<file path="src/rtl/m8088_bus_bridge_pkg.sv">
// Shared types and constants for the m8088 bus bridge.
// Latency: n/a (declarations only).
// Backpressure: n/a.
//
// Holds the bridge FSM state enum, the bus cycle-type codes and the
// address/data widths of the 8088 pin interface.
package m8088_bus_pkg;

    localparam int ADDR_W = 20;
    localparam int DATA_W = 8;

    typedef enum logic [2:0] {
        IDLE,
        ADDR,
        WDLY,
        REQ,
        WAIT,
        DONE
    } state_t;

    typedef enum logic [2:0] {
        MEMRD,
        MEMWR,
        IORD,
        IOWR,
        INTA
    } cyc_t;

    // Cycles that return data to the CPU on completion.
    function automatic logic cyc_is_read(input cyc_t c);
        return (c == MEMRD) || (c == IORD) || (c == INTA);
    endfunction

endpackage

</file>
<file path="src/rtl/m8088_bus_bridge_if.sv">
// CPU-pin and system-request signal bundle for the m8088 bus bridge.
// Latency: n/a (wires only).
// Backpressure: READY toward the CPU, sys_req/sys_ack toward the system.
//
// slave  : the bridge view (CPU pins and system response in, READY/request out).
// master : the environment view (CPU plus system responder).
interface m8088_bus_bridge_if;
    import m8088_bus_pkg::*;

    // CPU side
    logic [ADDR_W-1:0] cpu_addr;
    logic [DATA_W-1:0] cpu_dout;
    logic [DATA_W-1:0] cpu_din;
    logic              ALE;
    logic              RD_n;
    logic              WR_n;
    logic              IOM;
    logic              INTA_n;
    logic              READY;

    // System side
    logic              sys_req;
    logic              sys_we;
    logic              sys_io;
    logic              sys_inta;
    logic [ADDR_W-1:0] sys_addr;
    logic [DATA_W-1:0] sys_wdata;
    logic [DATA_W-1:0] sys_rdata;
    logic              sys_ack;
    logic              sys_timeout;

    modport slave (
        input  cpu_addr, cpu_dout, ALE, RD_n, WR_n, IOM, INTA_n, sys_rdata, sys_ack,
        output cpu_din, READY, sys_req, sys_we, sys_io, sys_inta, sys_addr, sys_wdata,
               sys_timeout
    );

    modport master (
        output cpu_addr, cpu_dout, ALE, RD_n, WR_n, IOM, INTA_n, sys_rdata, sys_ack,
        input  cpu_din, READY, sys_req, sys_we, sys_io, sys_inta, sys_addr, sys_wdata,
               sys_timeout
    );

endinterface

</file>
<file path="src/rtl/m8088_bus_bridge_timer.sv">
// Down-counter shared by the post-ack wait and the request timeout.
// Latency: expire_o is registered state; load takes effect the next cycle.
// Backpressure: none; holds at zero until reloaded.
//
// Ports: CORE_CLK/RESET; load_i + load_val_i preset the count; en_i
// decrements it; expire_o is high while the count is zero.
module m8088_bus_bridge_timer #(
    parameter int CNT_W = 8
) (
    input  logic             CORE_CLK,
    input  logic             RESET,
    input  logic             load_i,
    input  logic [CNT_W-1:0] load_val_i,
    input  logic             en_i,
    output logic             expire_o
);

    logic [CNT_W-1:0] cnt_q;
    logic [CNT_W-1:0] cnt_d;

    always_comb begin
        cnt_d = cnt_q;
        if (load_i) begin
            cnt_d = load_val_i;
        end else if (en_i && (cnt_q != '0)) begin
            cnt_d = cnt_q - 1'b1;
        end
    end

    always_ff @(posedge CORE_CLK) begin
        if (RESET) begin
            cnt_q <= '0;
        end else begin
            cnt_q <= cnt_d;
        end
    end

    assign expire_o = (cnt_q == '0);

endmodule

</file>
<file path="src/rtl/m8088_bus_bridge.sv">
// Converts multiplexed 8088 bus cycles into one outstanding sys_req/sys_ack transaction.
// Latency: sys_req 1 cycle after a read/INTA strobe, 2 after WR_n; READY 1+MIN_WAIT after sys_ack.
// Backpressure: READY held low (CPU wait states) until the system acknowledges.
//
// Ports: CORE_CLK, RESET (sync, active high), bus (slave modport: CPU pins
// ALE/RD_n/WR_n/IOM/INTA_n/cpu_addr/cpu_dout in, cpu_din/READY out; system
// sys_req/sys_we/sys_io/sys_inta/sys_addr/sys_wdata out, sys_rdata/sys_ack in,
// sys_timeout out).
// Optional macro M8088_BUS_BRIDGE_TIMEOUT_EN: forced completion after
// TIMEOUT_CYCLES request cycles without sys_ack; otherwise sys_timeout is 0.
module m8088_bus_bridge
    import m8088_bus_pkg::*;
#(
    parameter int MIN_WAIT       = 0,
    parameter int TIMEOUT_CYCLES = 255
) (
    input  logic              CORE_CLK,
    input  logic              RESET,
    m8088_bus_bridge_if.slave bus
);

    // One counter covers both uses, so size it for the larger.
    localparam int CNT_MAX = (MIN_WAIT > TIMEOUT_CYCLES) ? MIN_WAIT : TIMEOUT_CYCLES;
    localparam int CNT_W   = (CNT_MAX < 2) ? 1 : $clog2(CNT_MAX + 1);
    // The counter expires while at zero, so preload one less than the cycle count.
    localparam logic [CNT_W-1:0] WAIT_LOAD = CNT_W'((MIN_WAIT > 0) ? MIN_WAIT - 1 : 0);
`ifdef M8088_BUS_BRIDGE_TIMEOUT_EN
    localparam logic [CNT_W-1:0] TO_LOAD = CNT_W'((TIMEOUT_CYCLES > 0) ? TIMEOUT_CYCLES - 1 : 0);
`endif

    state_t            state_q, state_d;
    cyc_t              cyc_q, cyc_d;
    logic              ale_q;
    logic              ready_q, ready_d;
    logic              req_q, req_d;
    logic              we_q, we_d;
    logic              io_q, io_d;
    logic              inta_q, inta_d;
    logic [ADDR_W-1:0] addr_q, addr_d;
    logic [DATA_W-1:0] wdata_q, wdata_d;
    logic [DATA_W-1:0] din_q, din_d;
    logic              abort_q, abort_d;
`ifdef M8088_BUS_BRIDGE_TIMEOUT_EN
    logic              tmo_q, tmo_d;
`endif

    logic              ale_fall;
    logic              strobes_idle;
    logic              discard;
    logic              tmr_load;
    logic [CNT_W-1:0]  tmr_val;
    logic              tmr_en;
    logic              tmr_expire;

    assign ale_fall     = ale_q & ~bus.ALE;
    assign strobes_idle = bus.RD_n & bus.WR_n & bus.INTA_n;
    // A strobe released while the request is outstanding discards its result.
    assign discard      = abort_q | strobes_idle;

    m8088_bus_bridge_timer #(.CNT_W(CNT_W)) u_timer (
        .CORE_CLK   (CORE_CLK),
        .RESET      (RESET),
        .load_i     (tmr_load),
        .load_val_i (tmr_val),
        .en_i       (tmr_en),
        .expire_o   (tmr_expire)
    );

    always_comb begin
        state_d  = state_q;
        cyc_d    = cyc_q;
        ready_d  = ready_q;
        req_d    = req_q;
        we_d     = we_q;
        io_d     = io_q;
        inta_d   = inta_q;
        addr_d   = addr_q;
        wdata_d  = wdata_q;
        din_d    = din_q;
        abort_d  = abort_q;
        tmr_load = 1'b0;
        tmr_val  = WAIT_LOAD;
        tmr_en   = 1'b0;
`ifdef M8088_BUS_BRIDGE_TIMEOUT_EN
        tmo_d    = 1'b0;
`endif

        case (state_q)
            IDLE: begin
                if (ale_fall) begin
                    addr_d  = bus.cpu_addr;
                    io_d    = ~bus.IOM;
                    ready_d = 1'b0;
                    state_d = ADDR;
                end
            end

            ADDR: begin
                if (!bus.INTA_n || !bus.RD_n) begin
                    we_d    = 1'b0;
                    inta_d  = ~bus.INTA_n;
                    req_d   = 1'b1;
                    abort_d = 1'b0;
                    if (!bus.INTA_n) begin
                        cyc_d = INTA;
                    end else begin
                        cyc_d = io_q ? IORD : MEMRD;
                    end
                    state_d = REQ;
`ifdef M8088_BUS_BRIDGE_TIMEOUT_EN
                    tmr_load = 1'b1;
                    tmr_val  = TO_LOAD;
`endif
                end else if (!bus.WR_n) begin
                    // Write data is only valid one cycle after WR_n falls.
                    state_d = WDLY;
                end else if (ale_fall) begin
                    addr_d = bus.cpu_addr;
                    io_d   = ~bus.IOM;
                end
            end

            WDLY: begin
                wdata_d = bus.cpu_dout;
                we_d    = 1'b1;
                inta_d  = 1'b0;
                req_d   = 1'b1;
                abort_d = 1'b0;
                cyc_d   = io_q ? IOWR : MEMWR;
                state_d = REQ;
`ifdef M8088_BUS_BRIDGE_TIMEOUT_EN
                tmr_load = 1'b1;
                tmr_val  = TO_LOAD;
`endif
            end

            REQ: begin
                abort_d = discard;
                if (bus.sys_ack) begin
                    req_d = 1'b0;
                    if (cyc_is_read(cyc_q) && !discard) begin
                        din_d = bus.sys_rdata;
                    end
                    if (MIN_WAIT == 0) begin
                        state_d = DONE;
                    end else begin
                        tmr_load = 1'b1;
                        tmr_val  = WAIT_LOAD;
                        state_d  = WAIT;
                    end
                end
`ifdef M8088_BUS_BRIDGE_TIMEOUT_EN
                else if (tmr_expire) begin
                    req_d = 1'b0;
                    if (cyc_is_read(cyc_q) && !discard) begin
                        din_d = 8'hFF;
                    end
                    tmo_d   = 1'b1;
                    state_d = DONE;
                end else begin
                    tmr_en = 1'b1;
                end
`endif
            end

            WAIT: begin
                if (tmr_expire) begin
                    state_d = DONE;
                end else begin
                    tmr_en = 1'b1;
                end
            end

            DONE: begin
                ready_d = 1'b1;
                if (strobes_idle) begin
                    // A new address phase already under way starts the next cycle directly.
                    if (ale_fall) begin
                        addr_d  = bus.cpu_addr;
                        io_d    = ~bus.IOM;
                        ready_d = 1'b0;
                        state_d = ADDR;
                    end else begin
                        state_d = IDLE;
                    end
                end
            end

            default: state_d = IDLE;
        endcase
    end

    always_ff @(posedge CORE_CLK) begin
        if (RESET) begin
            state_q <= IDLE;
            cyc_q   <= MEMRD;
            ale_q   <= 1'b0;
            ready_q <= 1'b1;
            req_q   <= 1'b0;
            we_q    <= 1'b0;
            io_q    <= 1'b0;
            inta_q  <= 1'b0;
            addr_q  <= '0;
            wdata_q <= '0;
            din_q   <= 8'hFF;
            abort_q <= 1'b0;
`ifdef M8088_BUS_BRIDGE_TIMEOUT_EN
            tmo_q   <= 1'b0;
`endif
        end else begin
            state_q <= state_d;
            cyc_q   <= cyc_d;
            ale_q   <= bus.ALE;
            ready_q <= ready_d;
            req_q   <= req_d;
            we_q    <= we_d;
            io_q    <= io_d;
            inta_q  <= inta_d;
            addr_q  <= addr_d;
            wdata_q <= wdata_d;
            din_q   <= din_d;
            abort_q <= abort_d;
`ifdef M8088_BUS_BRIDGE_TIMEOUT_EN
            tmo_q   <= tmo_d;
`endif
        end
    end

    assign bus.READY     = ready_q;
    assign bus.sys_req   = req_q;
    assign bus.sys_we    = we_q;
    assign bus.sys_io    = io_q;
    assign bus.sys_inta  = inta_q;
    assign bus.sys_addr  = addr_q;
    assign bus.sys_wdata = wdata_q;
    assign bus.cpu_din   = din_q;
`ifdef M8088_BUS_BRIDGE_TIMEOUT_EN
    assign bus.sys_timeout = tmo_q;
`else
    assign bus.sys_timeout = 1'b0;
`endif

endmodule

</file>
<file path="src/flat_wrapper.sv">
// flat-port wrapper written by rule: the top's interface ports become plain ports
module m8088_bus_bridge_flat import m8088_bus_pkg::*;
#(
    parameter int MIN_WAIT       = 0,
    parameter int TIMEOUT_CYCLES = 255
)
  (CORE_CLK, RESET, bus_cpu_addr, bus_cpu_dout, bus_ALE, bus_RD_n, bus_WR_n, bus_IOM, bus_INTA_n, bus_sys_rdata, bus_sys_ack, bus_cpu_din, bus_READY, bus_sys_req, bus_sys_we, bus_sys_io, bus_sys_inta, bus_sys_addr, bus_sys_wdata, bus_sys_timeout);
  m8088_bus_bridge_if bus_i ();
  input  logic CORE_CLK;
  input  logic RESET;
  input wire logic [$bits(bus_i.cpu_addr)-1:0] bus_cpu_addr;
  input wire logic [$bits(bus_i.cpu_dout)-1:0] bus_cpu_dout;
  input wire logic [$bits(bus_i.ALE)-1:0] bus_ALE;
  input wire logic [$bits(bus_i.RD_n)-1:0] bus_RD_n;
  input wire logic [$bits(bus_i.WR_n)-1:0] bus_WR_n;
  input wire logic [$bits(bus_i.IOM)-1:0] bus_IOM;
  input wire logic [$bits(bus_i.INTA_n)-1:0] bus_INTA_n;
  input wire logic [$bits(bus_i.sys_rdata)-1:0] bus_sys_rdata;
  input wire logic [$bits(bus_i.sys_ack)-1:0] bus_sys_ack;
  output wire logic [$bits(bus_i.cpu_din)-1:0] bus_cpu_din;
  output wire logic [$bits(bus_i.READY)-1:0] bus_READY;
  output wire logic [$bits(bus_i.sys_req)-1:0] bus_sys_req;
  output wire logic [$bits(bus_i.sys_we)-1:0] bus_sys_we;
  output wire logic [$bits(bus_i.sys_io)-1:0] bus_sys_io;
  output wire logic [$bits(bus_i.sys_inta)-1:0] bus_sys_inta;
  output wire logic [$bits(bus_i.sys_addr)-1:0] bus_sys_addr;
  output wire logic [$bits(bus_i.sys_wdata)-1:0] bus_sys_wdata;
  output wire logic [$bits(bus_i.sys_timeout)-1:0] bus_sys_timeout;
  assign bus_i.cpu_addr = bus_cpu_addr;
  assign bus_i.cpu_dout = bus_cpu_dout;
  assign bus_i.ALE = bus_ALE;
  assign bus_i.RD_n = bus_RD_n;
  assign bus_i.WR_n = bus_WR_n;
  assign bus_i.IOM = bus_IOM;
  assign bus_i.INTA_n = bus_INTA_n;
  assign bus_i.sys_rdata = bus_sys_rdata;
  assign bus_i.sys_ack = bus_sys_ack;
  assign bus_cpu_din = bus_i.cpu_din;
  assign bus_READY = bus_i.READY;
  assign bus_sys_req = bus_i.sys_req;
  assign bus_sys_we = bus_i.sys_we;
  assign bus_sys_io = bus_i.sys_io;
  assign bus_sys_inta = bus_i.sys_inta;
  assign bus_sys_addr = bus_i.sys_addr;
  assign bus_sys_wdata = bus_i.sys_wdata;
  assign bus_sys_timeout = bus_i.sys_timeout;
  m8088_bus_bridge #(.MIN_WAIT(MIN_WAIT), .TIMEOUT_CYCLES(TIMEOUT_CYCLES)) u_core (.CORE_CLK(CORE_CLK), .RESET(RESET), .bus(bus_i));
endmodule
</file>
<file path="config.mk">
export PLATFORM = sky130hd
export DESIGN_NAME = m8088_bus_bridge_flat
export DESIGN_NICKNAME = d
export VERILOG_FILES = /design/src/rtl/m8088_bus_bridge_pkg.sv /design/src/rtl/m8088_bus_bridge_if.sv /design/src/rtl/m8088_bus_bridge_timer.sv /design/src/rtl/m8088_bus_bridge.sv /design/src/flat_wrapper.sv
export SDC_FILE = /design/constraint.sdc
export NUM_CORES = 1
export LEC_CHECK = 0
export CORE_MARGIN = 2
export CORE_UTILIZATION = 40
export DETAILED_ROUTE_END_ITERATION = 8
export PLACE_DENSITY = 0.87
export SETUP_SLACK_MARGIN = 0.05
export SLEW_MARGIN = 10
export SYNTH_ARGS = -nofsm -noshare
export SYNTH_HDL_FRONTEND = slang
export SYNTH_SLANG_ARGS = --single-unit
</file>
<file path="constraint.sdc">
create_clock -name CORE_CLK -period 1.8 [get_ports CORE_CLK]
set_clock_uncertainty 0.2 [all_clocks]
set_input_delay 0.45 -clock CORE_CLK [delete_from_list [all_inputs] [get_ports CORE_CLK]]
set_output_delay 0.45 -clock CORE_CLK [all_outputs]
set_load 0.1 [all_outputs]
</file>
==> summary.txt, run 1 <==
Status: finished with violations
Failing checks: negative setup slack
Drt pass-1 iters: 4
Top Ports: 86
Peak VDD IR: 747 uV
Num CTS Buffers: 5
Max-slew violations: 0
P_sw: 1920 uW
Largest net degree at the start of global routing: 22
Worst EP required: 1.85 ns
DRT iter0 DRCs: 148
Largest family of logic cells by synthesized area: simple AND/OR/NAND/NOR gates
Synth cell types: 45
Clock Pin Slew Worst Setup and Hold Paths: 0.11 ns
Detail Placement HPWL: 4.86 mm
TritonCTS sink count: 55
Hold_sp: RESET
Site row count: 28
Post-synthesis instance area: 2380 um2
Clk_lat worst skew: 0.32 ns
Worst R2R Setup Slack: -0.04 ns
CTS H-tree lvls: 2
Starting Density: 0.408
Clk buf depth: 2
RSZ-0062 raised after global routing: yes
Synth area leaders: dfxtp_1, nand2_1, a21oi_1
Pwr Total: 4740 uW
Placeable Area: 5850 um2
Die area: 6600 um2
Nets@finish: 430
CTS root buffer: clkbuf_8
Pleak: 0.00175 uW
Drc violations: 0
WHS Endpoint: u_core.cyc_q[1]
Final Hold Viols: 0
Yosys top cell area share: 0.462
Worst-path maximum fanout: 6
Synth area leader: dfxtp_1
Ys flop type: dfxtp_1
Fin crit period: 1.84 ns
Post-Syn Instances: 277
Commonest non-fill, non-tap cell in the layout: dfxtp_1
Share of synthesized area spent on multiplexers: 0.0420
Share of layout cells above drive strength 1: 0.366
Number of antenna violations at the first check in global routing: 0
Hold WC Path Type: in -> reg
Final setup fails: 10
PwrDens: 1090 nW/um2
Final global-route overflow total: 0
CP startpoint kind: flop
Antenna fix cells: 0
Avg Vias per Cell: 5.34
Setup_tns: -0.172 ns
Sequential area share after synthesis: 0.462
Post-Synth Simple-Gate Area: 0.225
Pre-CTS setup slack: -0.471 ns
Post-route core utilization: 0.746
Comb pwr share: 0.480
R2R Path End: u_core.bus.sys_addr[7]
Pint: 2830 uW
Syn_area_per_cell: 8.61 um2
Worst EP arrival: 1.89 ns
Antenna Nets Post-Route: 0
Max cap viols: 0
Yosys warnings: 0
Clock network power share: 0.203
Setup ws final: -0.0428 ns
Adder-cell share of the synthesized area: 0.0105
Synthesized flop and latch total: 55
Fmax achieved: 543 MHz
Hold path cells: 2
Syn Nets: 323
Port buffer count: 84
Fin crit share: 1.02
Switching Share: 0.404
Critical path class: reg -> reg
Via count: 2,455
Asr flop ratio synth: 0
WL per Instance: 17.7 um
Most frequent cells in the layout: dfxtp_1, buf_12, clkdlybuf4s50_1
R2r startpoint: u_core.state_q[0]
GP Congestion: 0.862
Post-synth EDFFs: 0
Gr usage total: 0.211
R2R cell count: 7
First-pass GRT wire length: 10.7 mm
Die height: 81.2 um
Share of power burned in registers: 0.317
Setup crit end kind: flop
Vias in the first global route: 2,366
WHS: 0.189 ns
Compound-Gate Fraction of Synth Area: 0.165
Routed WL: 8.13 mm
TritonCTS clock tree: yes
Post-Synth XOR/XNOR Area: 0.0257
Area Growth Syn to Fin: 82.9%
Die span in x: 81.2 um
[layout make-up]
cell class,instances,area [um2]
Timing Repair Buffer,120,1640
Fill cell,358,1490
Multi-Input combinational cell,191,1330
Sequential cell,55,1120
Clock buffer,6,93.8
Tap cell,75,93.8
Inverter,11,43.8
Clock inverter,2,41.3
[cell usage after synthesis (2+ instances only)]
| library cell | count |
|---|---|
| a211o_1 | 9 |
| a211oi_1 | 5 |
| a21oi_1 | 27 |
| a31oi_1 | 2 |
| buf_2 | 3 |
| buf_4 | 6 |
| buf_6 | 3 |
| clkbuf_1 | 8 |
| dfxtp_1 | 55 |
| ha_1 | 2 |
| inv_1 | 11 |
| mux2i_1 | 10 |
| nand2_1 | 47 |
| nand2b_1 | 4 |
| nand3_1 | 3 |
| nand4_1 | 4 |
| nor2_1 | 34 |
| nor2b_1 | 3 |
| nor3_1 | 4 |
| o2111ai_1 | 2 |
| o211ai_1 | 2 |
| o21ai_0 | 4 |
| or3_1 | 2 |
| xnor2_1 | 2 |
| xor2_1 | 5 |
[stage by stage]
stage | area [um2] | cells
3_5_place_dp | 3830 | 437
3_3_place_gp | 3830 | 437
5_1_grt | 4360 | 460
2_1_floorplan | 2420 | 277
4_1_cts | 4050 | 450
6_report | 4360 | 460
[how the worst max path moves through the flow]
stage / end / startpoint / slack (ns)
floorplan: u_core.state_q[0] / u_core.u_timer.cnt_q[1] / 0.04
global placement: u_core.bus.READY / bus_RD_n / -0.34
detailed placement: u_core.bus.sys_addr[9] / bus_RD_n / -0.47
CTS: u_core.u_timer.cnt_q[3] / u_core.u_timer.cnt_q[1] / -0.03
global route: u_core.bus.sys_addr[7] / u_core.state_q[0] / -0.09
finish: u_core.bus.sys_addr[7] / u_core.state_q[0] / -0.04
[sequential cells by signal, summed over array words and instances (netlist names)]
register / cells
u_core.cyc_q: 2
u_core.bus.sys_addr: 20
u_core.abort_q: 1
u_core.bus.sys_inta: 1
u_core.bus.sys_wdata: 8
u_core.bus.sys_req: 1
u_core.state_q: 3
u_core.bus.cpu_din: 8
u_core.bus.READY: 1
u_core.bus.sys_io: 1
u_core.ale_q: 1
u_core.u_timer.cnt_q: 8
[repair_timing]
item | 4_1_cts | 5_1_grt
hold buffers | 0 | 0
endpoints found under the setup margin | 35 | 39
gates cloned | 1 | 3
setup buffers | 4 | 7
pin swaps | 9 | 30
gates resized for setup | 11 | 57
[worst max-delay path, stage by stage (launching register included)]
cell and delay, ns:
dfxtp_4 0.38, buf_6 0.10, nand4_1 0.23, a211oi_4 0.34
buf_6 0.17, buf_12 0.12, nand2_1 0.07, a21oi_1 0.17
[metal layers]
metal  share of wire  track usage  up-vias
met4           0.028        0.110        0
met5               0            0        -
met1            0.41        0.239     1186
li1                -            -     1153
met2            0.52        0.369       94
met3           0.050       0.0444       22
[power groups by stage]
| stage | Sequential [uW] | Combinational, uW | Clock (uW) |
|---|---|---|---|
| 3_5_place_dp | 1530 | 1970 | 0 |
| 4_1_cts | 1510 | 2010 | 959 |
| 6_report | 1500 | 2280 | 962 |
| 2_1_floorplan | 2170 | 594 | 0 |
| 3_3_place_gp | 1520 | 1930 | 0 |
| 5_1_grt | 1520 | 2370 | 1010 |
[cell families after synthesis]
logic type / after synthesis
multiplexers: 10
XOR/XNOR: 7
other: 1
adder cells (fa/ha/maj): 2
AND/OR/NAND/NOR: 112
AO/OA/AOI/OAI: 59
flip-flops: 55
buffers and inverters: 31
Note: power is estimated with default switching activity, not from simulation.
==> run 2, diff against run 1 <==
--- a/config.mk
+++ b/config.mk
@@ -14,3 +14,4 @@
 export SYNTH_ARGS = -nofsm -noshare
 export SYNTH_HDL_FRONTEND = slang
 export SYNTH_SLANG_ARGS = --single-unit
+export TNS_END_PERCENT = 30
==> run 2 against run 1 <==
Effect of this change: the flow now finishes without violations; combinational power down 8%; register-to-register slack better by 0.05 ns; cell count down 0.65%; non-clock buffer count down 3; routed wire length down 13%; total power down 8.2%; global-route usage up 0.14 points; via count down 2.9%; first-iteration DRC count down 0.68%; worst setup slack better by 0.051 ns; sequential share of layout area up 1.0 points; sequential cell count unchanged; critical endpoint is now u_core.u_timer.cnt_q[2]; largest cell class unchanged.
==> summary.txt, run 2 (synthesis results as in run 1) <==
Final Hold Viols: 0 (unchanged)
Top Ports: 86 (unchanged)
Hold path cells: 2 (unchanged)
Nets@finish: 427 (was 430)
Num CTS Buffers: 5 (unchanged)
Setup crit end kind: flop (unchanged)
Fillers: 377 (was 358)
Antenna Nets Post-Route: 0 (unchanged)
Hold WC Path Type: in -> reg (unchanged)
Gr usage total: 0.212 (was 0.211)
DRT iter0 DRCs: 147 (was 148)
Site row count: 28 (unchanged)
Antenna fix cells: 0 (unchanged)
Largest net degree at the start of global routing: 24 (was 22)
Storage element area: 1120 um2 (about the same)
Pwr Total: 4350 uW (was 4740 uW)
R2R Path End: u_core.u_timer.cnt_q[2] (was u_core.bus.sys_addr[7])
Avg Vias per Cell: 5.22 (was 5.34)
Fmax achieved: 558 MHz (was 543 MHz)
CTS H-tree lvls: 2 (unchanged)
Die area: 6600 um2 (unchanged)
Clock Pin Slew Worst Setup and Hold Paths: 0.10 ns (was 0.11 ns)
TritonCTS clock tree: yes (unchanged)
R2r startpoint: u_core.u_timer.cnt_q[4] (was u_core.state_q[0])
Clk_lat worst skew: 0.32 ns (about the same)
Worst R2R Setup Slack: 0.009 ns (was -0.04 ns)
Fin cells: 457 (was 460)
Die span in x: 81.2 um (unchanged)
RSZ-0062 raised after global routing: yes (unchanged)
WL per Instance: 15.4 um (was 17.7 um)
Max cap viols: 0 (unchanged)
CP startpoint kind: flop (unchanged)
Peak VDD IR: 769 uV (was 747 uV)
Hold_sp: RESET (unchanged)
Final setup fails: 0 (was 10)
Routed WL: 7.05 mm (was 8.13 mm)
CTS root buffer: clkbuf_8 (unchanged)
Vias in the first global route: 2,310 (was 2,366)
Worst EP required: 1.80 ns (was 1.85 ns)
WHS Endpoint: u_core.cyc_q[0] (was u_core.cyc_q[1])
Final global-route overflow total: 0 (unchanged)
Post-route core utilization: 0.714 (was 0.746)
Fin crit share: 0.995 (was 1.02)
GP Congestion: 0.865 (was 0.862)
Starting Density: 0.408 (unchanged)
Design area: 4180 um2 (was 4360 um2)
Share of layout cells above drive strength 1: 0.309 (was 0.366)
Placeable Area: 5850 um2 (unchanged)
Area of the multi-input gates: 1260 um2 (was 1330 um2)
PwrDens: 1040 nW/um2 (was 1090 nW/um2)
Area Growth Syn to Fin: 75.2% (was 82.9%)
First-pass GRT wire length: 10.8 mm (was 10.7 mm)
Clk buf depth: 2 (unchanged)
TritonCTS sink count: 55 (unchanged)
Fin crit period: 1.79 ns (was 1.84 ns)
Detail Placement HPWL: 4.73 mm (was 4.86 mm)
Drc violations: 0 (unchanged)
Status: complete, no violations (was finished with violations)
Port buffer count: 84 (unchanged)
Most frequent cells in the layout: dfxtp_1, nand2_1, buf_12 (was dfxtp_1, buf_12, clkdlybuf4s50_1)
Placed Instance Area: 3840 um2 (was 3830 um2)
Worst EP arrival: 1.80 ns (was 1.89 ns)
Drt pass-1 iters: 5 (was 4)
Critical path class: reg -> reg (unchanged)
Pleak: 0.00164 uW (was 0.00175 uW)
Die height: 81.2 um (unchanged)
Via count: 2,385 (was 2,455)
Max-slew violations: 0 (unchanged)
Number of antenna violations at the first check in global routing: 0 (unchanged)
Commonest non-fill, non-tap cell in the layout: dfxtp_1 (unchanged)
Placed instance count: 441 (was 437)
Worst-path maximum fanout: 5 (was 6)
Max FFs per register: 20 (unchanged)
R2R cell count: 4 (was 7)
[run 2: changes by cell type in the layout (fill, tap and decap cells not counted), moves of 2 or more]
cell / previous run / this run
a211oi_2: 1 / 3
a21oi_1: 11 / 22
a21oi_2: 16 / 5
buf_4: 25 / 27
buf_6: 4 / 1
clkbuf_16: 4 / 0
nand2_1: 33 / 44
nand2_2: 6 / 1
nand2_4: 8 / 2
[run 2: worst max-delay path, cell delays in order, from the launching register on]
cell,delay [ns]
dfxtp_1,0.39
or4_4,0.58
o211ai_1,0.24
xor2_1,0.20
nor2_1,0.07
[run 2: worst max-delay path by stage]
stage / start / to / slack [ns] / cells past startpoint
2_1_floorplan: u_core.u_timer.cnt_q[0] / u_core.state_q[0] / 0.02 / 7
3_3_place_gp: bus_INTA_n / u_core.bus.cpu_din[4] / -0.30 / 6
3_5_place_dp: bus_INTA_n / u_core.bus.sys_addr[8] / -0.39 / 7
4_1_cts: u_core.u_timer.cnt_q[1] / u_core.u_timer.cnt_q[1] / 0.02 / 5
5_1_grt: u_core.u_timer.cnt_q[1] / u_core.u_timer.cnt_q[2] / -0.05 / 6
6_report: u_core.u_timer.cnt_q[4] / u_core.u_timer.cnt_q[2] / 0.009 / 4
[run 2: stage by stage]
| step | setup TNS, ns | setup slack, ns | hold slack [ns] |
|---|---|---|---|
| 2_1_floorplan | 0 | 0.0224 | 0.241 |
| 3_3_place_gp | -9.23 | -0.301 | 0.254 |
| 3_5_place_dp | -11.08 | -0.392 | 0.267 |
| 4_1_cts | 0 | 0.0184 | 0.262 |
| 5_1_grt | -0.107 | -0.0524 | 0.278 |
| 6_report | 0 | 0.00850 | 0.274 |
[run 2: repair_timing]
item                                    4_1_cts  5_1_grt
resized for setup                            13       26
gates cloned                                  2        0
endpoints found under the setup margin       34       38
buffers inserted                              3        3
pin swaps                                     3        9
hold buffers                                  0        0
[run 2: report_power, final]
part	leakage [uW]	internal, uW	switching (uW)	total, uW
Clock	0.0000463	287	450	737
Combinational	0.00114	866	1230	2090
Sequential	0.000450	1360	166	1520
Total	0.00164	2510	1840	4350
[run 2: per-layer routing]
metal	GRT usage	up-vias	wire length, um
met1	0.254	1112	2760
met2	0.370	102	3610
met3	0.0544	17	528
met4	0.0661	0	159
met5	0	-	0
li1	-	1154	-
[run 2: cell type report]
class,count,share of cell area
repair buffers,117,0.377
multi-input cells,191,0.301
flip-flops and latches,55,0.267
well taps,75,0.0225
clock buffers,5,0.0165
inverters,11,0.00988
clock inverters,3,0.00659
==> run 3, diff against run 2 <==
--- a/config.mk
+++ b/config.mk
@@ -13,5 +13,6 @@
 export SLEW_MARGIN = 10
 export SYNTH_ARGS = -nofsm -noshare
 export SYNTH_HDL_FRONTEND = slang
+export SYNTH_HIERARCHICAL = 1
 export SYNTH_SLANG_ARGS = --single-unit
 export TNS_END_PERCENT = 30
==> run 3 against run 2 <==
Effect of this change: global-route usage rose by 3.9 points; maximum frequency fell by 18%; the flow now finishes with violations (negative setup slack); largest cell class unchanged; cell count rose by 11%; sequential cell count did not move; sequential power fell by 11%.
==> summary.txt, run 3 <==
Placeable Area: 5850 um2 (unchanged)
Clk buf depth: 2 (unchanged)
Clk_lat worst skew: 0.31 ns (was 0.32 ns)
Clock network power share: 0.227 (was 0.169)
Critical path class: reg -> reg (unchanged)
Fin crit period: 2.18 ns (was 1.79 ns)
Gr usage total: 0.251 (was 0.212)
Post-synthesis instance area: 2390 um2 (was 2380 um2)
Status: finished with violations (was complete, no violations)
Clock Pin Slew Worst Setup and Hold Paths: 0.10 ns (about the same)
R2R Path End: u_core/u_timer/cnt_q[5] (was u_core.u_timer.cnt_q[2])
Yosys top cell area share: 0.461 (was 0.462)
Final setup fails: 30 (was 0)
Share of layout cells above drive strength 1: 0.376 (was 0.309)
Fin cells: 508 (was 457)
CP max-delay cell: or4_4 (unchanged)
Compound-Gate Fraction of Synth Area: 0.199 (was 0.165)
Hold path cells: 2 (unchanged)
Die height: 81.3 um (was 81.2 um)
WHS: 0.298 ns (was 0.274 ns)
Max stage delay on crit path: 0.42 ns (was 0.58 ns)
CP startpoint kind: flop (unchanged)
RSZ-0062 raised after global routing: yes (unchanged)
Placed instance count: 480 (was 441)
Commonest non-fill, non-tap cell in the layout: nand2_1 (was dfxtp_1)
Drc violations: 0 (unchanged)
Vias in the first global route: 2,634 (was 2,310)
Peak VDD IR: 480 uV (was 769 uV)
Sequential area share after synthesis: 0.461 (was 0.462)
Hold_sp: u_core/bus.sys_addr[17] (was RESET)
CP cell instances: inv_2 > ha_4 > inv_4 > nor4_4 > nor3_4 > o41ai_4 > buf_6 > or4_4 > a311oi_2 (was or4_4 > o211ai_1 > xor2_1 > nor2_1)
CTS root buffer: clkbuf_8 (unchanged)
CTS H-tree lvls: 2 (unchanged)
Die area: 6600 um2 (about the same)
Number of antenna violations at the first check in global routing: 0 (unchanged)
Worst R2R Setup Slack: -0.38 ns (was 0.009 ns)
R2r startpoint: u_core/u_timer/cnt_q[0] (was u_core.u_timer.cnt_q[4])
Failing checks: negative setup slack
Num CTS Buffers: 5 (unchanged)
Setup ws final: -0.379 ns (was 0.00850 ns)
Switching Share: 0.350 (was 0.423)
Max cap viols: 0 (unchanged)
Pre-CTS setup slack: -0.433 ns (was -0.392 ns)
Setup crit end kind: flop (unchanged)
Worst EP required: 1.81 ns (was 1.80 ns)
Final Hold Viols: 0 (unchanged)
Yosys warnings: 6 (was 0)
Area of the multi-input gates: 1400 um2 (was 1260 um2)
Starting Density: 0.408 (about the same)
Final global-route overflow total: 0 (unchanged)
Site row count: 28 (unchanged)
P_sw: 1130 uW (was 1840 uW)
Avg Vias per Cell: 5.27 (was 5.22)
Post-synth EDFFs: 0 (unchanged)
Nets@finish: 478 (was 427)
Syn_area_per_cell: 8.20 um2 (was 8.61 um2)
Post-Synth Simple-Gate Area: 0.257 (was 0.225)
Hold WC Path Type: reg -> reg (was in -> reg)
Asr flop ratio synth: 0 (unchanged)
Most frequent cells in the layout: nand2_1, dfxtp_1, buf_12 (was dfxtp_1, nand2_1, buf_12)
Critical path depth: 9 (was 4)
WHS Endpoint: u_core/bus.sys_addr[17] (was u_core.cyc_q[0])
Synth area leaders: dfxtp_1, a21oi_1, nand2_1 (was dfxtp_1, nand2_1, a21oi_1)
Count leader, synth: nand2_1 (was dfxtp_1)
TritonCTS sink count: 55 (unchanged)
Fin crit share: 1.21 (was 0.995)
PwrDens: 708 nW/um2 (was 1040 nW/um2)
First-pass GRT wire length: 12.6 mm (was 10.8 mm)
Largest family of logic cells by synthesized area: simple AND/OR/NAND/NOR gates (unchanged)
TritonCTS clock tree: yes (unchanged)
Fmax achieved: 459 MHz (was 558 MHz)
Synthesized flop and latch total: 55 (unchanged)
Adder-cell share of the synthesized area: 0.0105 (about the same)
Worst EP arrival: 2.19 ns (was 1.80 ns)
Synth area leader: dfxtp_1 (unchanged)
Die span in x: 81.3 um (was 81.2 um)
Setup_tns: -3.63 ns (was 0 ns)
Top Ports: 86 (unchanged)
GP Congestion: 0.850 (was 0.865)
Port buffer count: 84 (unchanged)
Via count: 2,675 (was 2,385)
Worst path bufs/invs: 3 (was 0)
Share of power burned in registers: 0.419 (was 0.350)
Pleak: 0.00175 uW (was 0.00164 uW)
Max FFs per register: 20 (unchanged)
Max-slew violations: 0 (unchanged)
Synth cell types: 50 (was 45)
Cts hold-fix bufs: 0 (unchanged)
Antenna fix cells: 0 (unchanged)
Antenna Nets Post-Route: 0 (unchanged)
Critical path's top delay family: simple AND/OR/NAND/NOR gates (unchanged)
Largest net degree at the start of global routing: 49 (was 24)
Share of synthesized area spent on multiplexers: 0.00419 (was 0.0420)
Commonest cells in the netlist: nand2_1, dfxtp_1, a21oi_1 (was dfxtp_1, nand2_1, nor2_1)
Comb pwr share: 0.354 (was 0.481)
Drt pass-1 iters: 4 (was 5)
Fillers: 333 (was 377)
Pint: 2090 uW (was 2510 uW)
WL per Instance: 17.0 um (was 15.4 um)
Routed WL: 8.63 mm (was 7.05 mm)
Detail Placement HPWL: 4.99 mm (was 4.73 mm)
Ys flop type: dfxtp_1 (unchanged)
Worst-path maximum fanout: 7 (was 5)
Area Growth Syn to Fin: 90.3% (was 75.2%)
Post-Synth XOR/XNOR Area: 0.0110 (was 0.0257)
Post-Syn Instances: 291 (was 277)
Storage element area: 1110 um2 (was 1120 um2)
DRT iter0 DRCs: 207 (was 147)
R2R cell count: 9 (was 4)
## run 3: cell count changes in the layout (fill, tap and decap cells not counted), sizes merged, moves of 6 or more
cell   previous run  this run
buf              75        98
a21oi            27        48
nand2            47        62
nor2             34        21
nor3              4        15
conb              1        11
mux2i            10         1
a211o             9         1
o21ai             4        10
## run 3: worst reg2reg max path, delay by kind of cell, from the launching register on
| family | cells | cell delay [ns] |
|---|---|---|
| AOI/OAI and AO/OA | 2 | 0.36 |
| adders and majority gates | 1 | 0.16 |
| buffers and inverters | 3 | 0.28 |
| DFF | 1 | 0.36 |
| and+or+nand+nor | 3 | 0.74 |
## run 3: layer usage
| layer | GRT usage | vias to the layer above | wire length, um |
|---|---|---|---|
| li1 | - | 1275 | - |
| met1 | 0.281 | 1248 | 3230 |
| met2 | 0.450 | 123 | 4570 |
| met3 | 0.0589 | 29 | 554 |
| met4 | 0.112 | 0 | 265 |
| met5 | 0 | - | 0 |
## run 3: final cells by class
class,count,share of cell area
clock buffers,7,0.0190
inverters,8,0.00716
multi-input cells,220,0.307
flip-flops and latches,55,0.245
clock inverters,1,0.00193
well taps,75,0.0207
repair buffers,142,0.399
## run 3: logic make-up (layout without fill, tap and decap cells)
group | after synthesis | after routing
and+or+nand+nor | 126 | 126
AOI/OAI and AO/OA | 77 | 77
DFF | 55 | 55
buffers and inverters | 26 | 158
xor gates and xnor gates | 3 | 3
adders and majority gates | 2 | 2
other | 1 | 11
muxes | 1 | 1
## run 3: worst max-delay path by stage
stage | start | endpoint
after floorplan | u_core/u_timer/cnt_q[2] | u_core/u_timer/cnt_q[7]
after global placement | u_core/u_timer/cnt_q[2] | u_core/u_timer/cnt_q[3]
after detailed placement | bus_WR_n | u_core/bus.sys_addr[4]
after CTS | u_core/u_timer/cnt_q[5] | u_core/u_timer/cnt_q[7]
after global routing | u_core/u_timer/cnt_q[1] | u_core/u_timer/cnt_q[5]
final | u_core/u_timer/cnt_q[0] | u_core/u_timer/cnt_q[5]
## run 3: what timing repair did
| item | CTS | global route |
|---|---|---|
| gates resized for setup | 24 | 29 |
| setup endpoints to repair | 30 | 33 |
| buffers inserted | 10 | 7 |
| hold endpoints to repair | 0 | 0 |
| cloned | 3 | 1 |
| pin swaps | 13 | 14 |
## run 3: power by group through the flow
stage / Clock (uW) / Combinational (uW) / Sequential, uW
6_report: 730 / 1140 / 1350
3_3_place_gp: 0 / 978 / 1370
3_5_place_dp: 0 / 1000 / 1370
2_1_floorplan: 0 / 281 / 1660
4_1_cts: 735 / 1060 / 1350
5_1_grt: 785 / 1190 / 1360
## run 3: per-stage QoR
stage                      util  power, uW  instance area, um2
after floorplan               -       1940                2490
after global placement    0.694       2350                4060
after detailed placement  0.694       2370                4060
after CTS                 0.745       3140                4360
after global routing      0.776       3330                4540
final                     0.776       3220                4540
